**src/rtl/chargepump_multi_if.sv**
```systemverilog
// Control/status bundle of the multi-channel charge-pump driver.
// The master side sets enables and timing; the slave side drives the pump pins.
interface chargepump_multi_if #(
    parameter int CHANNELS   = 2,
    parameter int WIDTH      = 8,
    parameter int DEAD_WIDTH = 4
);
    logic [CHANNELS-1:0]   enable;
    logic [WIDTH-1:0]      period;
    logic [DEAD_WIDTH-1:0] dead_time;
    logic [CHANNELS-1:0]   cp_high;
    logic [CHANNELS-1:0]   cp_low;
    logic [CHANNELS-1:0]   active;

    modport master (
        output enable, period, dead_time,
        input  cp_high, cp_low, active
    );

    modport slave (
        input  enable, period, dead_time,
        output cp_high, cp_low, active
    );
endinterface

```
**src/rtl/chargepump_multi.sv**
```systemverilog
// Bootstrap charge-pump driver: a shared half-period timebase feeding per-channel
// complementary high/low FSMs with dead time; odd channels run in anti-phase.
module chargepump_multi #(
    parameter int CHANNELS   = 2,
    parameter int WIDTH      = 8,
    parameter int DEAD_WIDTH = 4
) (
    input logic               clk,
    input logic               reset,
    chargepump_multi_if.slave bus
);
    typedef enum logic [1:0] {IDLE, HIGH, LOW, DEAD} state_e;

    logic [WIDTH-1:0] cnt_q, cnt_d;
    logic             phase_q, phase_d;
    logic             tick;

    // Compare with >= so a period lowered below cnt wraps at once instead of at 2^WIDTH.
    always_comb begin
        tick    = (cnt_q >= bus.period);
        cnt_d   = tick ? '0 : cnt_q + 1'b1;
        phase_d = tick ? ~phase_q : phase_q;
    end

    // NOTE: sequential state uses non-blocking assignments so every flop samples pre-edge values.
    always_ff @(posedge clk) begin
        if (reset) begin
            cnt_q   <= '0;
            phase_q <= 1'b0;
        end else begin
            cnt_q   <= cnt_d;
            phase_q <= phase_d;
        end
    end

    for (genvar i = 0; i < CHANNELS; i++) begin : g_ch
        localparam logic ODD = ((i % 2) == 1);

        state_e                state_q;
        logic [DEAD_WIDTH-1:0] dcnt_q;
        logic                  high_q, low_q, active_q;
        logic                  tgt;

        // Target uses the phase value being taken at this edge, so outputs align with the toggle.
        assign tgt = phase_d ^ ODD;

        // Pin flops are written together with the state they decode, keeping them glitch-free.
        always_ff @(posedge clk) begin
            if (reset) begin
                state_q  <= IDLE;
                dcnt_q   <= '0;
                high_q   <= 1'b0;
                low_q    <= 1'b0;
                active_q <= 1'b0;
            end else if (!bus.enable[i]) begin
                state_q  <= IDLE;
                high_q   <= 1'b0;
                low_q    <= 1'b0;
                active_q <= 1'b0;
            end else begin
                case (state_q)
                    IDLE: begin
                        if (tick) begin
                            state_q  <= tgt ? HIGH : LOW;
                            high_q   <= tgt;
                            low_q    <= ~tgt;
                            active_q <= 1'b1;
                        end
                    end
                    HIGH: begin
                        if (tick && !tgt) begin
                            state_q <= DEAD;
                            dcnt_q  <= bus.dead_time;
                            high_q  <= 1'b0;
                        end
                    end
                    LOW: begin
                        if (tick && tgt) begin
                            state_q <= DEAD;
                            dcnt_q  <= bus.dead_time;
                            low_q   <= 1'b0;
                        end
                    end
                    DEAD: begin
                        if (dcnt_q != '0) begin
                            dcnt_q <= dcnt_q - 1'b1;
                        end else begin
                            state_q <= tgt ? HIGH : LOW;
                            high_q  <= tgt;
                            low_q   <= ~tgt;
                        end
                    end
                    default: begin
                        state_q  <= IDLE;
                        high_q   <= 1'b0;
                        low_q    <= 1'b0;
                        active_q <= 1'b0;
                    end
                endcase
            end
        end

        assign bus.cp_high[i] = high_q;
        assign bus.cp_low[i]  = low_q;
        assign bus.active[i]  = active_q;
    end
endmodule
```
**src/flat_wrapper.sv**
```systemverilog
// flat-port wrapper written by rule: the top's interface ports become plain ports
module chargepump_multi_flat 
#(
    parameter int CHANNELS   = 2,
    parameter int WIDTH      = 8,
    parameter int DEAD_WIDTH = 4
)
  (clk, reset, bus_enable, bus_period, bus_dead_time, bus_cp_high, bus_cp_low, bus_active);
  chargepump_multi_if #(.CHANNELS(CHANNELS), .WIDTH(WIDTH), .DEAD_WIDTH(DEAD_WIDTH)) bus_i ();
  input logic clk;
  input logic reset;
  input wire logic [$bits(bus_i.enable)-1:0] bus_enable;
  input wire logic [$bits(bus_i.period)-1:0] bus_period;
  input wire logic [$bits(bus_i.dead_time)-1:0] bus_dead_time;
  output wire logic [$bits(bus_i.cp_high)-1:0] bus_cp_high;
  output wire logic [$bits(bus_i.cp_low)-1:0] bus_cp_low;
  output wire logic [$bits(bus_i.active)-1:0] bus_active;
  assign bus_i.enable = bus_enable;
  assign bus_i.period = bus_period;
  assign bus_i.dead_time = bus_dead_time;
  assign bus_cp_high = bus_i.cp_high;
  assign bus_cp_low = bus_i.cp_low;
  assign bus_active = bus_i.active;
  chargepump_multi #(.CHANNELS(CHANNELS), .WIDTH(WIDTH), .DEAD_WIDTH(DEAD_WIDTH)) u_core (.clk(clk), .reset(reset), .bus(bus_i));
endmodule
```
**config.mk**
```make
export PLATFORM = sky130hd
export DESIGN_NAME = chargepump_multi_flat
export DESIGN_NICKNAME = d
export VERILOG_FILES = /design/src/rtl/chargepump_multi_if.sv /design/src/rtl/chargepump_multi.sv /design/src/flat_wrapper.sv
export SDC_FILE = /design/constraint.sdc
export NUM_CORES = 1
export LEC_CHECK = 0
export BUFFER_PORTS_ARGS = -buffer_cell sky130_fd_sc_hd__buf_4
export CAP_MARGIN = 20
export CORE_ASPECT_RATIO = 1.2
export CORE_MARGIN = 4
export CORE_UTILIZATION = 60
export DETAILED_ROUTE_END_ITERATION = 6
export GPL_ROUTABILITY_DRIVEN = 0
export HOLD_SLACK_MARGIN = 0.03
export MAX_ROUTING_LAYER = met4
export PLACE_DENSITY = 0.9
export SKIP_LAST_GASP = 1
export SYNTH_ARGS = -nofsm -noshare
export SYNTH_HDL_FRONTEND = slang
export SYNTH_SLANG_ARGS = --single-unit
export TNS_END_PERCENT = 20
```
**constraint.sdc**
```tcl
create_clock -name clk -period 6 [get_ports clk]
set_input_delay 0.3 -clock clk [delete_from_list [all_inputs] [get_ports clk]]
set_output_delay 0.3 -clock clk [all_outputs]
set_load 0.01 [all_outputs]
```
After elaboration in Yosys (flattened, before gate mapping)
Cells that the tools add are included.
{ "op_classes": {"n_addsub": 3, "order_cmp": 1, "eq_ne": 16, "muxes": 32, "bitwise": 4, "n_reduce_logical": 27} }
{ "ops": {"columns": ["operator", "n"], "rows": [
  ["4-bit one-hot mux with 3 select lines", 2],
  ["4-bit AND reduction", 6],
  ["4-bit two-way mux", 5],
  ["2-bit two-way mux", 9],
  ["3-bit nonzero test", 6],
  ["2-bit by 1-bit inequality test with 1-bit output (second input constant)", 8],
  ["2-bit one-hot mux with 4 select lines", 2],
  ["1-bit one-hot mux with 3 select lines", 4],
  ["1-bit two-way mux", 10],
  ["5-bit AND reduction", 2],
  ["8-bit by 1-bit adder with 8-bit output (second input constant)", 1],
  ["2-bit equality test (second input constant)", 4],
  ["8-bit greater-or-equal comparator", 1],
  ["4-bit nonzero test", 2],
  ["4-bit by 1-bit subtractor with 4-bit output (second input constant)", 2],
  ["2-bit OR reduction", 3],
  ["2-bit by 1-bit equality test with 1-bit output (second input constant)", 2],
  ["2-bit zero test", 2],
  ["2-bit inequality test (second input constant)", 2],
  ["1-bit inverter", 4],
  ["2-bit AND reduction", 2],
  ["1-bit logical AND", 3],
  ["1-bit zero test", 1]
]} }
{ "totals": {"reg_bits": 27, "input_bits": 16, "out_inout_bits": 6, "word_cells": 95} }

Logic depth before layout (Yosys ltp)
Gate-level depths: netlist of the first run.
{ "depth": {"word_depth": 6, "depth_mapped": 11, "ltp_nobuf": 11} }

Worst setup path before layout of the first run
OpenSTA, ideal clock, no wires.
{ "synth_timing": {"path_type": "input -> register", "from": "input bus_period[7]", "to": "register u_core.g_ch[1].dcnt_q[0]", "setup_ps": 71, "arrival_ps": 2506, "t_required_ps": 5929, "path_slack_ps": 3424, "path_stages": 11, "n_path_buf": 0, "path_cell_list": "inv_1 ha_1 and4_1 o21ai_2 o31ai_2 ha_1 nor2b_1 nor4b_4 o31ai_1 or3_1 a21oi_1"} }
{ "synth_between": {"elab_chain_len": 6, "word_cells_on_any_way": 8, "cone_classes": "1 x order compare; 2 x eq/ne; 1 x mux; 1 x bitwise; 3 x reduce/logical"} }
{ "synth_lines": {"columns": ["element", "line", "rtl"], "rows": [
  ["start: declaration", "flat_wrapper.sv:13", "input wire logic [$bits(bus_i.period)-1:0] bus_period;"],
  ["8-bit greater-or-equal comparator *", "chargepump_multi.sv:20", "tick = (cnt_q >= bus.period);"],
  ["1-bit two-way mux", "chargepump_multi.sv:22", "phase_d = tick ? ~phase_q : phase_q;"],
  ["1-bit inverter", null, null],
  ["1-bit logical AND", "chargepump_multi.sv:78", "if (tick && tgt) begin"],
  ["2-bit by 1-bit inequality test with 1-bit output (no line)", null, null],
  ["5-bit AND reduction (no line) *", null, null],
  ["end signal: assignment", "chargepump_multi.sv:73", "dcnt_q <= bus.dead_time;"],
  ["end signal: assignment", "chargepump_multi.sv:80", "dcnt_q <= bus.dead_time;"],
  ["end signal: assignment", "chargepump_multi.sv:86", "dcnt_q <= dcnt_q - 1'b1;"],
  ["end: declaration", "chargepump_multi.sv:40", "logic [DEAD_WIDTH-1:0] dcnt_q;"]
]} }
Mark *: on every way between the ends. The rest lies on a longest branch, timed or not.
A chain may end at the register's enable or synchronous reset.

Final worst setup path of the first run
{ "layout_timing": {"from": "register u_core.cnt_q[7]", "to": "register u_core.g_ch[1].dcnt_q[0]"} }
{ "layout_between": {"elab_chain_len": 6, "word_cells_on_any_way": 8, "cone_classes": "1 x order compare; 2 x eq/ne; 1 x mux; 1 x bitwise; 3 x reduce/logical"} }
{ "layout_lines": {"columns": ["element", "line", "rtl"], "rows": [
  ["start: declaration", "chargepump_multi.sv:14", "logic [WIDTH-1:0] cnt_q, cnt_d;"],
  ["start signal: assignment", "chargepump_multi.sv:31", "cnt_q <= cnt_d;"],
  ["8-bit greater-or-equal comparator *", "chargepump_multi.sv:20", null],
  ["1-bit two-way mux", "chargepump_multi.sv:22", null],
  ["1-bit inverter", null, null],
  ["1-bit logical AND", "chargepump_multi.sv:78", null],
  ["2-bit by 1-bit inequality test with 1-bit output (no line)", null, null],
  ["5-bit AND reduction (no line) *", null, null]
]} }
Marks and branches as above.

==> run_results.csv, run 1 <==
group,metric,value,unit
status,status,"complete, no violations",
cts,htreeDepth,1,
pwr,swShare,0.266,
detailed_routing,dr_total_vias,1441,
cts,cts-resized-gates,0,
detailed_routing,firstDrtPassIters,4,
floorplanning,start_util,0.644,
global_routing,grt_use_total,0.186,
floorplanning,core,0.00289,mm²
cts,cts.sinks,27,
floorplanning,die_h,69.0,µm
setup_path,r2r_end,"u_core.g_ch[1].dcnt_q[0]$_SDFFE_PP0P_",
pwr,ir_worst_vdd,0.172,mV
setup_path,r2r_slack,3200,ps
pwr,power_frac_comb,0.165,
pwr,seqPwrFrac,0.583,
job,maxCapViolCount,0,
global_routing,grt_overflow,0,
sta,setup_ws,3200,ps
logic_synthesis,synth_area,0.00186,mm²
cts,tritoncts,"done",
setup_path,required,6260,ps
layout,drive_gt1_frac,0.189,
floorplanning,dieArea,0.00406,mm²
cts,cts_setup_buffers,0,
global_routing,grt_max_degree,15,
logic_synthesis,ys_async_sr_fraction,0,
logic_synthesis,ys_seq_area_frac,0.290,
logic_synthesis,synth_cell_types,47,
logic_synthesis,synth-seq-cells,27,
floorplanning,die_x,58.9,µm
worst_hold_path,min_to,"u_core.g_ch[0].dcnt_q[3]$_SDFFE_PP0P_",
layout,diodes,0,
cts,cts_buffers,3,
logic_synthesis,synthesis.instances,207,
sta,slew_violations,0,
layout,seqCellArea,541,µm²
detailed_routing,drt_iter0_drc,78,
setup_path,critPathKind,"reg2reg",
setup_path,start_kind,"flop",
sta,finalSetupViolCount,0,
sta,grt_setup_unrepaired,"false",
pwr,p_clk_frac,0.251,
cts,clk_pin_slew,150,ps
logic_synthesis,synth.avg_cell_area,8.99,µm²
sta,hold_viol_final,0,
floorplanning,pin_count,22,
pwr,p_leak,0.929,nW
pwr,p_sw,85.1,µW
worst_hold_path,hold_depth,2,
worst_hold_path,hold_path_startpoint,"reset",
cts,hold_buffers,0,
global_routing,grt_pass1_wl,5970,µm
sta,skew,5.03,ps
pwr,power.internal,234,µW
placement,pre_cts_ws,3120,ps
sta,fin_crit_sh,0.467,
setup_path,crit_path_end_kind,"flop",
setup_path,path_max_fanout,6,
layout,multi_input_area,0.00117,mm²
pwr,power_density,158,mW/mm²
layout,n_fill_cell,261,
logic_synthesis,ys_warn_count,0,
cts,clockBufferDepth,2,
sta,worst_slew_pin_slew,517,ps
detailed_routing,viasPerCell,5.63,
sta,max_freq,357,MHz
setup_path,arrival,3070,ps
layout,area_growth,8.40,%
logic_synthesis,syn_nets,245,
layout,layout.nets,261,
floorplanning,core.rowCount,21,
placement,port_buffers,21,
global_routing,grt_pass1_vias,1449,
sta,setup-tns-final,0,ps
sta,finalCriticalPeriod,2800,ps
logic_synthesis,synth-edff-count,0,
placement,dp_hpwl,2780,µm
global_routing,antenna_found_initial,0,
detailed_routing,routed_wl,3400,µm
cts,cts_root_buf,"clkbuf_4",
sta,slew_headroom,0.652,
detailed_routing,drcViolationCount,0,
cts,worstSkewPairLatency,320,ps
setup_path,r2r_cells,10,
setup_path,r2r_start,"u_core.cnt_q[7]$_SDFF_PP0_",
worst_hold_path,min_path_type,"in2reg",
detailed_routing,wl_per_cell,13.3,µm
logic_synthesis,synth_ff_type,"dfxtp_1",
detailed_routing,antenna_left,0,
## stage by stage
stage | power (mW) | util | std cells | hold slack [ps] | instance area [µm²]
final | 0.320 | 0.698 | 256 | 220 | 2020
after global placement | 0.241 | 0.689 | 252 | 448 | 1990
after detailed placement | 0.243 | 0.689 | 252 | 458 | 1990
after CTS | 0.323 | 0.698 | 256 | 210 | 2020
after global routing | 0.334 | 0.698 | 256 | 214 | 2020
after floorplan | 0.228 | - | 207 | 438 | 1860
## power groups by stage
stage	Clock, mW	Sequential [mW]	Combinational (mW)
after floorplan	0	0.189	0.0389
after global placement	0	0.190	0.0510
after detailed placement	0	0.190	0.0531
after CTS	0.0828	0.186	0.0534
after global routing	0.0884	0.187	0.0592
final	0.0804	0.186	0.0528
## logic make-up (layout without fill, tap and decap cells)
| group | after synthesis | after routing | share of synthesized area |
|---|---|---|---|
| compound gates | 42 | 42 | 0.194 |
| xor+xnor | 6 | 6 | 0.0282 |
| fa+ha+maj | 22 | 22 | 0.148 |
| buf+inv | 32 | 47 | 0.0820 |
| flops | 27 | 27 | 0.290 |
| mux | 5 | 5 | 0.0269 |
| simple gates | 73 | 73 | 0.231 |
## cell usage after synthesis (2+ instances only)
cell type  count  area, µm²
a211oi_1       2       15.0
a21o_1         7       52.6
a21oi_1        7       35.0
a41o_1         2       20.0
and3_1         2       12.5
buf_2          2       10.0
buf_4          6       45.0
dfxtp_1       27        541
ha_1          22        275
inv_1         22       82.6
mux2i_1        5       50.1
nand2_1       13       48.8
nand2b_1       2       12.5
nand3_1        4       20.0
nand3b_1       2       15.0
nand4_1        2       12.5
nor2_1        11       41.3
nor2_2         7       43.8
nor2b_1       14       87.6
nor3_1         6       30.0
o21ai_0        6       30.0
o311a_1        4       40.0
o31a_1         2       17.5
o31ai_1        2       15.0
or3_1          2       12.5
xnor2_1        2       17.5
xor2_1         4       35.0
## sequential cells by signal, indices dropped and copies added (netlist names)
name	count
u_core.cnt_q	8
u_core.g_ch.active_q	2
u_core.g_ch.high_q	2
u_core.phase_q	1
u_core.g_ch.dcnt_q	8
u_core.g_ch.state_q	4
u_core.g_ch.low_q	2
## worst max-delay path, cell delays in order, from the launching register on
cell     delay, ps
dfxtp_1        350
ha_1           340
and4_1         230
o21ai_2        100
o31ai_2        380
ha_1           240
nor2b_1         90
nor4b_4        300
o31ai_1        190
or3_1          370
a21oi_1        150
## worst max path at each step
stage	startpoint	to	cells after the start
floorplan	bus_period[7]	u_core.g_ch[1].dcnt_q[0]$_SDFFE_PP0P_	11
global placement	bus_period[7]	u_core.g_ch[1].dcnt_q[0]$_SDFFE_PP0P_	12
detailed placement	bus_period[7]	u_core.g_ch[1].dcnt_q[0]$_SDFFE_PP0P_	12
CTS	u_core.cnt_q[7]$_SDFF_PP0_	u_core.g_ch[1].dcnt_q[0]$_SDFFE_PP0P_	10
global route	u_core.cnt_q[7]$_SDFF_PP0_	u_core.g_ch[1].dcnt_q[0]$_SDFFE_PP0P_	10
finish	u_core.cnt_q[7]$_SDFF_PP0_	u_core.g_ch[1].dcnt_q[0]$_SDFFE_PP0P_	10
## per-layer routing
layer | global-route usage | vias up | wire [µm] | share of wire
met5 | - | - | 0 | 0
met4 | 0.0730 | 0 | 54 | 0.016
met3 | 0.0243 | 6 | 76 | 0.022
met2 | 0.322 | 22 | 1880 | 0.55
met1 | 0.211 | 669 | 1400 | 0.41
li1 | - | 744 | - | -
## area by class of cell
| cell class | count | area share |
|---|---|---|
| clock buffer | 4 | 0.0130 |
| inverter | 22 | 0.0409 |
| multi-input combinational | 148 | 0.579 |
| sequential | 27 | 0.268 |
| tap | 34 | 0.0211 |
| timing repair buffer | 21 | 0.0781 |
## placed cells by master (no fill, tap or decap), types with 2 or more instances in the layout
cell type / synthesis / routed
inv_1: 22 / 22
xnor2_1: 2 / 2
nor2_2: 7 / 7
nand2b_1: 2 / 2
a41o_1: 2 / 2
nor2_1: 11 / 11
xor2_1: 4 / 4
mux2i_1: 5 / 5
nand3b_1: 2 / 2
o31ai_1: 2 / 2
nor2b_1: 14 / 14
o31a_1: 2 / 2
clkbuf_4: 0 / 3
nand3_1: 4 / 4
or3_1: 2 / 2
o21ai_0: 6 / 6
buf_4: 6 / 21
nor3_1: 6 / 6
a21oi_1: 7 / 7
ha_1: 22 / 22
a211oi_1: 2 / 2
dfxtp_1: 27 / 27
nand2_1: 13 / 13
a21o_1: 7 / 7
o311a_1: 4 / 4
and3_1: 2 / 2
nand4_1: 2 / 2
Note: power is estimated with default switching activity, not from simulation.
==> run 2: changes to the inputs <==
--- a/config.mk
+++ b/config.mk
@@ -5,16 +5,17 @@
 export SDC_FILE = /design/constraint.sdc
 export NUM_CORES = 1
 export LEC_CHECK = 0
+export ABC_AREA = 1
 export BUFFER_PORTS_ARGS = -buffer_cell sky130_fd_sc_hd__buf_4
 export CAP_MARGIN = 20
 export CORE_ASPECT_RATIO = 1.2
 export CORE_MARGIN = 4
-export CORE_UTILIZATION = 60
+export CORE_UTILIZATION = 53
 export DETAILED_ROUTE_END_ITERATION = 6
 export GPL_ROUTABILITY_DRIVEN = 0
 export HOLD_SLACK_MARGIN = 0.03
 export MAX_ROUTING_LAYER = met4
-export PLACE_DENSITY = 0.9
+export PLACE_DENSITY = 0.84
 export SKIP_LAST_GASP = 1
 export SYNTH_ARGS = -nofsm -noshare
 export SYNTH_HDL_FRONTEND = slang
==> constraint.sdc (replaced) <==
create_clock -name clk -period 2.5 [get_ports clk]
set_input_delay 0.125 -clock clk [delete_from_list [all_inputs] [get_ports clk]]
set_output_delay 0.125 -clock clk [all_outputs]
set_load 0.01 [all_outputs]
==> run_results.csv, run 2 <==
group,metric,value,unit
layout,final_area,0.00216,mm²
floorplanning,core,0.00342,mm²
setup_path,r2r_start,"u_core.cnt_q[7]$_SDFF_PP0_",
logic_synthesis,synth_top_family_by_area,"simple AND/OR/NAND/NOR gates",
placement,placed_cells,313,
logic_synthesis,synth.avg_cell_area,7.43,µm²
logic_synthesis,yosysMostFrequentCell,"inv_1",
detailed_routing,drcViolationCount,0,
detailed_routing,dr_total_vias,1653,
global_routing,grt_pass1_wl,6690,µm
worst_hold_path,min_path_type,"in2reg",
sta,finalSetupViolCount,0,
logic_synthesis,synth_top_area_frac,0.279,
logic_synthesis,synth-edff-count,0,
worst_hold_path,hold_path_startpoint,"reset",
setup_path,r2r_end,"u_core.g_ch[1].dcnt_q[0]$_SDFFE_PP0P_",
detailed_routing,drt_iter0_drc,35,
logic_synthesis,synthAdderAreaFrac,0.142,
setup_path,r2r_slack,250,ps
logic_synthesis,synth_compound_gate_area_share,0.107,
pwr,p_leak,1.05,nW
pwr,ir_worst_vdd,0.220,mV
placement,pre_cts_ws,203,ps
global_routing,gr-usage-met3,0.0302,
status,status,"complete, no violations",
cts,tritoncts,"done",
sta,worst_slew_pin_slew,368,ps
layout,diodes,0,
layout,reg.largest.list,"u_core.cnt_q x8, u_core.g_ch.dcnt_q x8, u_core.g_ch.state_q x4",
sta,setup_ws,254,ps
global_routing,met1_usage,0.189,
job,maxCapViolCount,0,
logic_synthesis,synth_area,0.00194,mm²
detailed_routing,wl_per_cell,11.8,µm
setup_path,arrival,2410,ps
sta,setup-tns-final,0,ps
worst_hold_path,min_to,"u_core.phase_q$_SDFF_PP0_",
sta,fin_hold_ws,46.2,ps
placement,port_buffers,21,
layout,final_cell_mix,"inv_1, nand2_1, nor2_1",
floorplanning,die_h,74.2,µm
cts,clk_pin_slew,100,ps
floorplanning,die_x,63.2,µm
global_routing,grt_pass1_vias,1689,
global_routing,grt_overflow,0,
layout,layout.nets,319,
logic_synthesis,synth_ff_type,"dfxtp_1",
setup_path,cp_cell_sequence,"ha_1 > a21o_1 > nor2_8 > nand3_2 > ha_1 > nor2_1 > inv_2 > nand3_2 > nor2_4 > o21ai_0 > a31oi_1",
setup_path,start_kind,"flop",
global_routing,grt_use_total,0.181,
global_routing,grt_max_degree,17,
global_routing,use_met2,0.334,
cts,cts_root_buf,"clkbuf_8",
layout,utilization,0.630,
logic_synthesis,synth-xor-area-share,0.0226,
worst_hold_path,hold_depth,2,
setup_path,slowest_delay,330,ps
logic_synthesis,synth.largest_area_cell,"dfxtp_1",
setup_path,cp_top_family,"simple AND/OR/NAND/NOR gates",
sta,skew,5.36,ps
detailed_routing,firstDrtPassIters,4,
global_routing,grt_busiest_layer,"met2",
setup_path,cp_num_buf_inv,1,
layout,area_growth,11.2,%
setup_path,crit_path_end_kind,"flop",
layout,drive_gt1_frac,0.229,
global_routing,antenna_found_initial,0,
cts,clockBufferDepth,2,
sta,max_freq,445,MHz
cts,htreeDepth,1,
sta,grt_setup_unrepaired,"false",
floorplanning,dieArea,0.00469,mm²
layout,final_common_cell,"inv_1",
cts,cts_setup_buffers,0,
placement,dp_hpwl,3090,µm
floorplanning,pin_count,22,
sta,finalCriticalPeriod,2250,ps
setup_path,r2r_cells,11,
setup_path,cp_slowest_cell,"dfxtp_1",
floorplanning,core.rowCount,23,
logic_synthesis,ys_warn_count,0,
setup_path,critPathKind,"reg2reg",
detailed_routing,antenna_left,0,
logic_synthesis,synthTopCellsByCount,"inv_1, nand2_1, nor2_1, dfxtp_1, ha_1",
logic_synthesis,synthMuxAreaShare,0,
detailed_routing,viasPerCell,5.21,
logic_synthesis,ys_seq_area_frac,0.279,
pwr,power_density,395,mW/mm²
detailed_routing,routed_wl,3750,µm
pwr,totalPowerFinal,851,µW
logic_synthesis,yosys.area_share.simple,0.326,
sta,slew_violations,0,
logic_synthesis,syn_nets,299,
cts,cts_buffers,3,
setup_path,critPathLaunch,"u_core.cnt_q[7]$_SDFF_PP0_",
sta,fin_crit_sh,0.899,
floorplanning,start_util,0.566,
logic_synthesis,synthesis.instances,261,
logic_synthesis,synth_cell_types,33,
cts,worstSkewPairLatency,280,ps
logic_synthesis,synth-seq-cells,27,
setup_path,path_max_fanout,6,
logic_synthesis,ys_async_sr_fraction,0,
cts,cts.sinks,27,
placement,place_area,0.00210,mm²
layout,fin_cells,317,
logic_synthesis,synthTopCellsByArea,"dfxtp_1, ha_1, inv_1, nand2_1, nor2_1",
sta,hold_viol_final,0,
cts,hold_buffers,0,
setup_path,required,2670,ps
sta,slew_headroom,0.748,
[run 2: how the worst max path moves through the flow]
stage | to | depth (start not counted) | slack [ps]
floorplan | u_core.g_ch[1].dcnt_q[3]$_SDFFE_PP0P_ | 12 | 430
global placement | u_core.g_ch[1].dcnt_q[3]$_SDFFE_PP0P_ | 12 | 310
detailed placement | u_core.g_ch[1].dcnt_q[3]$_SDFFE_PP0P_ | 12 | 200
CTS | u_core.g_ch[0].dcnt_q[2]$_SDFFE_PP0P_ | 10 | 180
global route | u_core.g_ch[1].dcnt_q[3]$_SDFFE_PP0P_ | 13 | 70
finish | u_core.g_ch[1].dcnt_q[0]$_SDFFE_PP0P_ | 11 | 250
[run 2: logic make-up after synthesis]
family / Yosys count
XOR/XNOR: 5
AO/OA/AOI/OAI: 34
buffers and inverters: 58
AND/OR/NAND/NOR: 115
adder cells (fa/ha/maj): 22
flip-flops: 27
[run 2: routing by layer]
metal,share of wire,up-vias
met5,0,-
li1,-,861
met3,0.037,6
met1,0.41,749
met2,0.54,37
met4,0.015,0
[run 2: layout make-up]
class,count,area (µm²)
fill,322,1270
multi-input combinational,176,1170
sequential,27,541
inverter,52,195
timing repair buffer,21,158
tap,37,46.3
clock buffer,3,41.3
clock inverter,1,7.51
[run 2: power by group]
group,internal [mW],switching [mW]
clock,0.113,0.145
sequential,0.441,0.00939
combinational,0.0597,0.0827
[run 2: repair_timing]
item	in CTS	in global routing
hold endpoints to repair	0	0
resized for setup	0	2
setup endpoints to repair	0	4
